`src/rtl/prach_pkg.sv`:
```
// rtl/prach_pkg.sv - shared widths, sample type and round/saturate helper for the PRACH mixer
package prach_pkg;

  localparam int NumChn      = 8;
  localparam int ChnWidth    = 8;
  localparam int SampleWidth = 16;
  localparam int NcoFracBits = 14;

  localparam int ProdWidth   = 2 * SampleWidth;
  localparam int SumWidth    = ProdWidth + 1;
  // spare(1) + sync(1) + dv(1) + chn(8) + q(16) + i(16)
  localparam int AlignWidth  = 43;

  localparam int SampleMax   = (2 ** (SampleWidth - 1)) - 1;
  localparam int SampleMin   = -(2 ** (SampleWidth - 1));

  typedef logic signed [SampleWidth-1:0] sample_t;

  // Round half up at the Q2.14 binary point, then clamp or wrap to a Q1.15 sample
  function automatic sample_t round_sat(input logic signed [SumWidth-1:0] sum,
                                        input logic                       sat_en);
    logic signed [SumWidth-1:0] rnd;
    logic signed [SumWidth-1:0] r;
    logic signed [SumWidth-1:0] max_v;
    logic signed [SumWidth-1:0] min_v;
    rnd   = SumWidth'(1 << (NcoFracBits - 1));
    max_v = SumWidth'(SampleMax);
    min_v = SumWidth'(SampleMin);
    r     = (sum + rnd) >>> NcoFracBits;
    if (sat_en && (r > max_v)) begin
      r = max_v;
    end else if (sat_en && (r < min_v)) begin
      r = min_v;
    end
    return r[SampleWidth-1:0];
  endfunction

endpackage

```
`src/rtl/prach_mixer_delay.sv`:
```
// rtl/prach_mixer_delay.sv - fixed-length register delay line, cleared by reset
module prach_mixer_delay #(
  parameter int WIDTH = 1,
  parameter int DELAY = 1
) (
  input  logic             clk,
  input  logic             rst_n,
  input  logic [WIDTH-1:0] din,
  output logic [WIDTH-1:0] dout
);

  generate
    if (DELAY == 0) begin : g_bypass
      assign dout = din;
    end else begin : g_pipe
      logic [WIDTH-1:0] pipe [DELAY];

      // Shift one stage per clock; reset empties the whole line
      always_ff @(posedge clk or negedge rst_n) begin
        if (!rst_n) begin
          for (int s = 0; s < DELAY; s++) begin
            pipe[s] <= '0;
          end
        end else begin
          pipe[0] <= din;
          for (int s = 1; s < DELAY; s++) begin
            pipe[s] <= pipe[s-1];
          end
        end
      end

      assign dout = pipe[DELAY-1];
    end
  endgenerate

endmodule

```
`src/rtl/prach_mixer.sv`:
```
// rtl/prach_mixer.sv - TDM complex mixer: aligns samples to the NCO, multiplies, rounds, saturates
// Optional feature macro: PRACH_MIXER_ERR_CNT_EN adds the align_err_cnt output.
module prach_mixer
  import prach_pkg::*;
#(
  parameter int NcoLatency = 4,
  parameter bit SatEn      = 1'b1
) (
  input  logic                   clk,
  input  logic                   rst_n,
  input  logic [SampleWidth-1:0] din_i,
  input  logic [SampleWidth-1:0] din_q,
  input  logic                   din_dv,
  input  logic [ChnWidth-1:0]    din_chn,
  input  logic                   sync_in,
  input  logic [SampleWidth-1:0] nco_cos,
  input  logic [SampleWidth-1:0] nco_sin,
  input  logic                   nco_dv,
  input  logic [ChnWidth-1:0]    nco_chn,
  output logic [SampleWidth-1:0] dout_i,
  output logic [SampleWidth-1:0] dout_q,
  output logic                   dout_dv,
  output logic [ChnWidth-1:0]    dout_chn,
  output logic                   sync_out,
`ifdef PRACH_MIXER_ERR_CNT_EN
  output logic [15:0]            align_err_cnt,
`endif
  output logic                   align_err
);

  // Alignment stage: the sample is delayed to meet the NCO word from the same input cycle
  logic [AlignWidth-1:0] align_in;
  logic [AlignWidth-1:0] align_out;
  sample_t               a_i;
  sample_t               a_q;
  logic [ChnWidth-1:0]   a_chn;
  logic                  a_dv;
  logic                  a_sync;
  logic                  unused_spare;
  sample_t               c_cos;
  sample_t               c_sin;
  logic                  mismatch;

  assign align_in = {1'b0, sync_in, din_dv, din_chn, din_q, din_i};

  prach_mixer_delay #(
    .WIDTH(AlignWidth),
    .DELAY(NcoLatency)
  ) u_align (
    .clk  (clk),
    .rst_n(rst_n),
    .din  (align_in),
    .dout (align_out)
  );

  assign {unused_spare, a_sync, a_dv, a_chn, a_q, a_i} = align_out;
  assign c_cos = nco_cos;
  assign c_sin = nco_sin;

  // A missing/extra NCO word, or a word for another channel, means the two streams slipped
  assign mismatch = (a_dv != nco_dv) || (a_dv && nco_dv && (a_chn != nco_chn));

  // Stage 1: full-precision products
  logic signed [ProdWidth-1:0] p_ic, p_qs, p_is, p_qc;
  logic                        s1_dv, s1_sync;
  logic [ChnWidth-1:0]         s1_chn;

  // Register the four partial products together with the sample's side-band
  always_ff @(posedge clk or negedge rst_n) begin
    if (!rst_n) begin
      p_ic    <= '0;
      p_qs    <= '0;
      p_is    <= '0;
      p_qc    <= '0;
      s1_dv   <= 1'b0;
      s1_sync <= 1'b0;
      s1_chn  <= '0;
    end else begin
      p_ic    <= a_i * c_cos;
      p_qs    <= a_q * c_sin;
      p_is    <= a_i * c_sin;
      p_qc    <= a_q * c_cos;
      s1_dv   <= a_dv;
      s1_sync <= a_sync;
      s1_chn  <= a_chn;
    end
  end

  // Stage 2: 33-bit sums so the worst-case product pair cannot overflow
  logic signed [SumWidth-1:0] s2_i, s2_q;
  logic                       s2_dv, s2_sync;
  logic [ChnWidth-1:0]        s2_chn;

  // Form I*cos - Q*sin and I*sin + Q*cos with sign-extended products
  always_ff @(posedge clk or negedge rst_n) begin
    if (!rst_n) begin
      s2_i    <= '0;
      s2_q    <= '0;
      s2_dv   <= 1'b0;
      s2_sync <= 1'b0;
      s2_chn  <= '0;
    end else begin
      s2_i    <= $signed({p_ic[ProdWidth-1], p_ic}) - $signed({p_qs[ProdWidth-1], p_qs});
      s2_q    <= $signed({p_is[ProdWidth-1], p_is}) + $signed({p_qc[ProdWidth-1], p_qc});
      s2_dv   <= s1_dv;
      s2_sync <= s1_sync;
      s2_chn  <= s1_chn;
    end
  end

  // Stage 3: round/saturate into the output registers; data holds while no sample is valid
  always_ff @(posedge clk or negedge rst_n) begin
    if (!rst_n) begin
      dout_i   <= '0;
      dout_q   <= '0;
      dout_dv  <= 1'b0;
      dout_chn <= '0;
      sync_out <= 1'b0;
    end else begin
      dout_dv  <= s2_dv;
      dout_chn <= s2_chn;
      sync_out <= s2_sync;
      if (s2_dv) begin
        dout_i <= round_sat(s2_i, SatEn);
        dout_q <= round_sat(s2_q, SatEn);
      end
    end
  end

  // Sticky error, cleared by the delayed frame sync; sync wins over a same-cycle mismatch
  always_ff @(posedge clk or negedge rst_n) begin
    if (!rst_n) begin
      align_err <= 1'b0;
    end else if (a_sync) begin
      align_err <= 1'b0;
    end else if (mismatch) begin
      align_err <= 1'b1;
    end
  end

`ifdef PRACH_MIXER_ERR_CNT_EN
  // Count every mismatch cycle, saturating; only reset clears it
  always_ff @(posedge clk or negedge rst_n) begin
    if (!rst_n) begin
      align_err_cnt <= '0;
    end else if (mismatch && (align_err_cnt != 16'hFFFF)) begin
      align_err_cnt <= align_err_cnt + 16'd1;
    end
  end
`endif

endmodule

```
`config.mk`:
```
export PLATFORM = sky130hd
export DESIGN_NAME = prach_mixer
export DESIGN_NICKNAME = d
export VERILOG_FILES = /design/src/rtl/prach_pkg.sv /design/src/rtl/prach_mixer_delay.sv /design/src/rtl/prach_mixer.sv
export SDC_FILE = /design/constraint.sdc
export NUM_CORES = 2
export LEC_CHECK = 0
export BUFFER_PORTS_ARGS = -buffer_cell sky130_fd_sc_hd__buf_2
export CORE_ASPECT_RATIO = 1.4
export CORE_UTILIZATION = 55
export DETAILED_ROUTE_END_ITERATION = 7
export GPL_TIMING_DRIVEN = 0
export PLACE_DENSITY = 0.71
export SKIP_CTS_REPAIR_TIMING = 1
export SYNTH_ARGS = -nofsm -noshare
export SYNTH_HDL_FRONTEND = slang
export SYNTH_SLANG_ARGS = --single-unit
```
`constraint.sdc`:
```
create_clock -name clk -period 16.6 [get_ports clk]
set_clock_uncertainty 0.15 [all_clocks]
set_input_delay 2.49 -clock clk [delete_from_list [all_inputs] [get_ports clk]]
set_output_delay 2.49 -clock clk [all_outputs]
set_load 0.01 [all_outputs]
```
==> Yosys cells after proc, flatten, opt, wreduce, memory -nomap -nowiden <==
Index checks and enable logic that the tools add are counted.
{ "classes": {"n_addsub": 4, "reduce_logical": 4, "eq_ne": 2, "n_lt_le_gt_ge": 4, "mul": 4, "n_mux": 6} }
{ "op_table": {"columns": ["op", "n"], "rows": [
  ["16-bit by 16-bit multiplier with 32-bit output", 4],
  ["33-bit by 15-bit adder with 33-bit output (second input constant)", 2],
  ["16-bit 2-to-1 mux", 4],
  ["19-bit by 16-bit > comparator with 1-bit output (second input constant)", 2],
  ["19-bit by 16-bit less-than comparator with 1-bit output (second input constant)", 2],
  ["32-bit by 32-bit adder with 33-bit output", 1],
  ["32-bit by 32-bit subtractor with 33-bit output", 1],
  ["8-bit != test", 1],
  ["1-bit logical AND", 2],
  ["1-bit 2-to-1 mux", 2],
  ["2-bit nonzero test", 1],
  ["1-bit logical OR", 1],
  ["1-bit != test", 1]
]} }
{ "word_totals": {"word_cells": 46, "out_inout_bits": 43, "inputBits": 85, "register_bits": 425} }

==> Logic depth before layout (Yosys ltp) <==
{ "logic_depth": {"word_depth": 5, "depth_mapped": 25, "depth_no_buf": 24} }

==> Cells and area by module <==
A second synthesis with hierarchy kept.
{ "hier_totals": {"hier_cells": 5317, "area_unflattened_um2": 53166.0} }
{ "modules_own_cells": {"columns": ["mod", "seq_area_each_um2", "instances", "cells_each", "area_per_inst_um2"], "rows": [
  ["prach_mixer", 5780.5, 1, 5102, 48539.1],
  ["prach_mixer_delay", 4304.1, 1, 215, 4626.9]
]} }

==> Worst setup path before layout <==
No wires, ideal clock.
{ "synth_timing": {"path_kind": "input to register", "start": "in nco_sin[1]", "end": "reg p_is[31]", "stages": 21, "arrival_time_ns": 8.047, "t_required_ns": 16.370, "path_buffers": 1, "setup_time_ns": 0.080, "path_slack_ns": 8.323, "path_cell_list": "clkbuf_1 > nand2_1 > inv_1 > fa_1 > fa_1 > fa_1 > fa_1 > fa_1 > inv_1 > fa_1 > inv_1 > ha_1 > a21o_1 > a21oi_1 > o21ai_0 > o41ai_1 > o21ai_0 > a2111oi_0 > o21bai_1 > a21oi_1 > xnor2_1"} }
{ "synth_via": {"elab_chain_cells": 1} }
{ "synth_lines": {"columns": ["item", "line", "source"], "rows": [
  ["start: declaration", "prach_mixer.sv:17", "input logic [SampleWidth-1:0] nco_sin,"],
  ["16-bit by 16-bit multiplier with 32-bit output", "prach_mixer.sv:81", "p_is <= a_i * c_sin;"],
  ["end signal: assignment", "prach_mixer.sv:81", null],
  ["end: declaration", "prach_mixer.sv:64", "logic signed [ProdWidth-1:0] p_ic, p_qs, p_is, p_qc;"]
]} }
Every way passes these cells.
A chain may end at the register's enable or synchronous reset.

==> Worst setup path after layout <==
{ "layout_timing": {"start": "in nco_cos[8]", "end": "reg p_ic[31]"} }
{ "layout_via": {"elab_chain_cells": 1} }
{ "layout_lines": {"columns": ["item", "line", "source"], "rows": [
  ["start: declaration", "prach_mixer.sv:16", "input logic [SampleWidth-1:0] nco_cos,"],
  ["16-bit by 16-bit multiplier with 32-bit output", "prach_mixer.sv:79", "p_ic <= a_i * c_cos;"],
  ["end signal: assignment", "prach_mixer.sv:79", null],
  ["end: declaration", "prach_mixer.sv:64", null]
]} }
Every way passes these cells.

==> results by stage <==
Routing:
- In the final routed layout, each cell accounts on average for roughly 23 µm.
- Summed over all layers, the routed wires come to 153300 µm.
- The total via count in the routed design is 37.14k.
- The DRC violation total after the first TritonRoute iteration is ~2.9k.
- The average via count per standard cell is 5.537.
- The number of remaining DRC errors is 0.
- The count of TritonRoute iterations in the first routing pass is 6.
- The count of nets left with antenna violations once routing finished came out at 0.

STA:
- The final setup TNS is 0 ps.
- The number of max-slew violations in the final report was 0.
- Derived from the worst setup path, the maximum achievable clock frequency is 103.1 MHz.
- The post-route minimum period is a little under 10000 ps.
- The hold slack is 188.7 ps.
- The transition time at the pin with the least slew margin is 1347 ps.
- The final number of setup-violating endpoints is 0.
- In this run the tightest slew margin relative to its limit is 0.1018.
- The share of the clock period used by the worst path is 0.5843.
- Setup repair after global routing left no endpoint under its margin.
- The number of hold violations in the final report is 0.

Critical path:
- The peak fanout along the critical path is 10.
- STA classifies the critical path startpoint as an input port.
- The setup path with the least slack is of type input port to register.
- The endpoint type of the worst setup path is a register.
- STA puts the critical path data required time at 16910 ps.
- Data arrives at the worst endpoint at roughly 10000 ps.

Placed design:
- The detailed placement HPWL is around 120000 µm.
- Summing all placed instances gives a cell area of approximately 0.055 mm².
- The count of buffers from port buffering is about 130.
- The final estimated routing congestion in global placement is between 1 and 1.5.

Floorplan:
- The initial utilization of the core area, before any placement, comes to 0.5553.
- The horizontal extent of the die is ~260 µm.
- The floorplan step defined a die boundary enclosing slightly below 0.1 mm².
- The core outline area is 0.09523 mm².
- The die height is approximately 370 µm.
- The floorplan has 134 rows.
- The number of primary I/O pins is ~130.

Cells and area:
- After the last flow step, the layout net total stands at between 6k and 7k.
- Of the cells placed in the final design, the portion with a size suffix greater than 1 is 0.04129.
- After routing the design area is 0.05654 mm².
- Counting the fill cells in the layout gives ~8.3k.
- The synthesis-to-layout area growth is 6.926%.

Synthesis:
- The most frequently used flop master after synthesis is sky130_fd_sc_hd__dfrtp_1.
- For this run, the register share of the synthesized area comes to 0.1888.
- Of the total synthesized cell area, the portion taken by AND, OR, NAND and NOR gates is 0.1281.
- By area the synthesized netlist is led by sky130_fd_sc_hd__fa_1 40%, sky130_fd_sc_hd__dfrtp_1 19%, sky130_fd_sc_hd__ha_1 9.3%.
- The adder-cell area share of the yosys netlist is 0.4898.
- The area fraction in compound gates after synthesis came to 0.05755.
- After technology mapping, the gate count stands at 5271.
- The cell accounting for the most synthesized area is sky130_fd_sc_hd__fa_1.
- The main combinational cell family by area after synthesis is adder cells.
- The mux contribution to synthesized area is 0.0006152.
- Yosys mapped the design onto 80 distinct sky130hd cell types.
- The number of flops mapped to enable cells by yosys is 0.
- The top cell type's share of synthesized area is 0.3968.
- Of the total synthesized cell area, the portion taken by XOR and XNOR cells is 0.03495.
- The count of warnings emitted by yosys is 0.
- Counting flops and latches in the post-synthesis netlist gives around 400.
- Summing every instance area after synthesis gives ~0.053 mm².
- The number of nets in the synthesized netlist is 6797.
- Dividing the synthesized area by the synthesized cell count gives between 10 and 15 µm².
- The async set-reset flop share out of synthesis is 1.000.

Clock network:
- The clock-pin slew of the registers on the worst-case setup and hold paths is 70 ps.
- TritonCTS built the clock tree.
- The maximum clock insertion buffer count is 3.
- The latest clock arrival within the worst-skew pair is 580 ps.
- The clock sink total is ~400.
- In this run, CTS created clock tree buffers numbering 40.
- The H-tree was split into 2 levels.
- The root buffer cell chosen for the clock tree is sky130_fd_sc_hd__clkbuf_16.

Hold path:
- The worst hold path belongs to the class register to register.

Global route:
- For met2 alone, demand over resource in global routing was 0.5288.
- The maximum number of pins on one net before global-route repair is about 130.
- Summed over all layers, the global routing overflow is 0.
- The layer with the highest usage after global routing is met2.
- The met1 usage in global routing is 0.4168.
- Across every metal layer, demand over resource in global routing totals 0.3297.
- The initial antenna violation count was 14.
- The first global-routing pass estimated 234400 µm of wire.
- The met3 track demand over resource is 0.05778.
- The via count of the first global-routing pass is 39.29k.

Run:
- The number of maximum-capacitance constraint violations is 0.

Run status:
- The run finished with clean final reports.
-- worst max-delay path: stages --
cell and delay (ps):
sky130_fd_sc_hd__buf_2 250, sky130_fd_sc_hd__clkbuf_1 810, sky130_fd_sc_hd__nand2_1 190, sky130_fd_sc_hd__fa_1 570, sky130_fd_sc_hd__inv_1 60, sky130_fd_sc_hd__fa_1 520, sky130_fd_sc_hd__inv_1 60, sky130_fd_sc_hd__fa_1 530
sky130_fd_sc_hd__inv_1 50, sky130_fd_sc_hd__fa_1 390, sky130_fd_sc_hd__fa_1 510, sky130_fd_sc_hd__inv_1 50, sky130_fd_sc_hd__fa_1 470, sky130_fd_sc_hd__inv_1 40, sky130_fd_sc_hd__ha_1 360, sky130_fd_sc_hd__nand3_1 170
sky130_fd_sc_hd__nor3_1 340, sky130_fd_sc_hd__nor4bb_1 760, sky130_fd_sc_hd__o21ai_0 390, sky130_fd_sc_hd__a311oi_1 460, sky130_fd_sc_hd__a21oi_1 130, sky130_fd_sc_hd__o21bai_1 160, sky130_fd_sc_hd__xnor2_1 220
-- layout by cell type, fill, tap and decap left out, types with 19 or more instances in the layout --
cell type,netlist,routed
sky130_fd_sc_hd__o211ai_1,38,38
sky130_fd_sc_hd__o21a_1,50,50
sky130_fd_sc_hd__inv_1,1201,1201
sky130_fd_sc_hd__dfrtp_1,399,399
sky130_fd_sc_hd__fa_1,1048,1048
sky130_fd_sc_hd__nand2b_1,34,34
sky130_fd_sc_hd__clkbuf_16,0,42
sky130_fd_sc_hd__nand4_1,22,22
sky130_fd_sc_hd__and2_1,503,503
sky130_fd_sc_hd__nand3_1,45,45
sky130_fd_sc_hd__a21oi_1,116,116
sky130_fd_sc_hd__a21o_1,63,63
sky130_fd_sc_hd__ha_1,393,393
sky130_fd_sc_hd__nand2_1,535,535
sky130_fd_sc_hd__buf_2,3,129
sky130_fd_sc_hd__o21ai_0,67,67
sky130_fd_sc_hd__nor3_1,23,23
sky130_fd_sc_hd__nor2_1,133,133
sky130_fd_sc_hd__xnor2_1,144,144
sky130_fd_sc_hd__and3_1,21,21
sky130_fd_sc_hd__xor2_1,67,66
sky130_fd_sc_hd__clkbuf_1,196,204
sky130_fd_sc_hd__o21bai_1,19,19
-- routing by layer --
layer,vias up,part of all wire
li1,16080,-
met1,19070,0.38
met2,1605,0.47
met3,377,0.081
met4,8,0.077
met5,-,0.00033
-- metrics by stage --
stage | utilization | instances | setup WS (ps)
floorplan | - | 5271 | 8323
global placement | 0.5780 | 6622 | 5132
detailed placement | 0.5791 | 6625 | 6488
CTS | 0.5933 | 6697 | 7052
global route | 0.5935 | 6699 | 6507
finish | 0.5937 | 6707 | 6901
-- Yosys cell counts (3+ instances only) --
master,count
sky130_fd_sc_hd__dfrtp_1,399
sky130_fd_sc_hd__nor3b_1,4
sky130_fd_sc_hd__clkbuf_1,196
sky130_fd_sc_hd__and2_1,503
sky130_fd_sc_hd__a31oi_1,18
sky130_fd_sc_hd__nand3b_1,3
sky130_fd_sc_hd__o211ai_1,38
sky130_fd_sc_hd__xor2_1,67
sky130_fd_sc_hd__nor3_1,23
sky130_fd_sc_hd__o22ai_1,4
sky130_fd_sc_hd__o21a_1,50
sky130_fd_sc_hd__nand2_1,535
sky130_fd_sc_hd__nand4_1,22
sky130_fd_sc_hd__o2111ai_1,3
sky130_fd_sc_hd__inv_1,1201
sky130_fd_sc_hd__a211oi_1,18
sky130_fd_sc_hd__or2_2,3
sky130_fd_sc_hd__a211o_1,4
sky130_fd_sc_hd__nand3_1,45
sky130_fd_sc_hd__o21ai_1,5
sky130_fd_sc_hd__a21o_1,63
sky130_fd_sc_hd__nor2_1,133
sky130_fd_sc_hd__a311oi_1,3
sky130_fd_sc_hd__ha_1,393
sky130_fd_sc_hd__nand2b_1,34
sky130_fd_sc_hd__and3_1,21
sky130_fd_sc_hd__o31ai_1,6
sky130_fd_sc_hd__xnor2_1,144
sky130_fd_sc_hd__nor2b_1,10
sky130_fd_sc_hd__a21oi_1,116
sky130_fd_sc_hd__buf_2,3
sky130_fd_sc_hd__fa_1,1048
sky130_fd_sc_hd__o21bai_1,19
sky130_fd_sc_hd__a21boi_0,7
sky130_fd_sc_hd__a221oi_1,4
sky130_fd_sc_hd__o31a_1,3
sky130_fd_sc_hd__o21ai_0,67
-- cell type report --
| class | count | area (µm²) | area share |
|---|---|---|---|
| Clock buffer | 56 | 1164 | 0.02058 |
| Multi-Input combinational cell | 3466 | 37600 | 0.6650 |
| Inverter | 1202 | 4512 | 0.07980 |
| Antenna cell | 9 | 22.52 | 0.0003983 |
| Clock inverter | 16 | 193.9 | 0.003430 |
| Sequential cell | 399 | 9985 | 0.1766 |
| Tap cell | 1224 | 1531 | 0.02709 |
| Timing Repair Buffer | 131 | 743.2 | 0.01314 |
| Buffer | 204 | 788.3 | 0.01394 |
-- final timing paths --
path | startpoint | to | slack (ps) | depth (start not counted)
max | nco_cos[8] | p_ic[31] | 6900 | 23
max reg2reg | u_align.dout[6] | p_ic[31] | 8400 | 20
max in group asynchronous | rst_n | s2_q[32] | 13130 | 3
min in group asynchronous | rst_n | dout_i[5] | 1640 | 1
min | u_align.g_pipe.pipe[49] | u_align.dout[6] | 190 | 0
min reg2reg | u_align.g_pipe.pipe[49] | u_align.dout[6] | 190 | 0
-- state kept, by name, indices dropped and copies added, names as in the netlist --
name and count:
s1_dv 1, s2_chn 8, align_err 1, s2_q 20
s2_sync 1, s1_chn 8, p_qc 32, sync_out 1
p_is 32, dout_dv 1, dout_i 16, u_align.g_pipe.pipe 126
s2_dv 1, p_ic 32, dout_q 16, s1_sync 1
s2_i 20, dout_chn 8, p_qs 32, u_align.dout 42
-- cell families after synthesis --
group	count (synthesis)
xor gates and xnor gates	211
AOI/OAI and AO/OA	457
buffers and inverters	1406
muxes	3
DFF	399
adders and majority gates	1441
and+or+nand+nor	1354
Power is not shown: default switching activity piles up to over one toggle a cycle in this logic, so the estimate is an artifact.
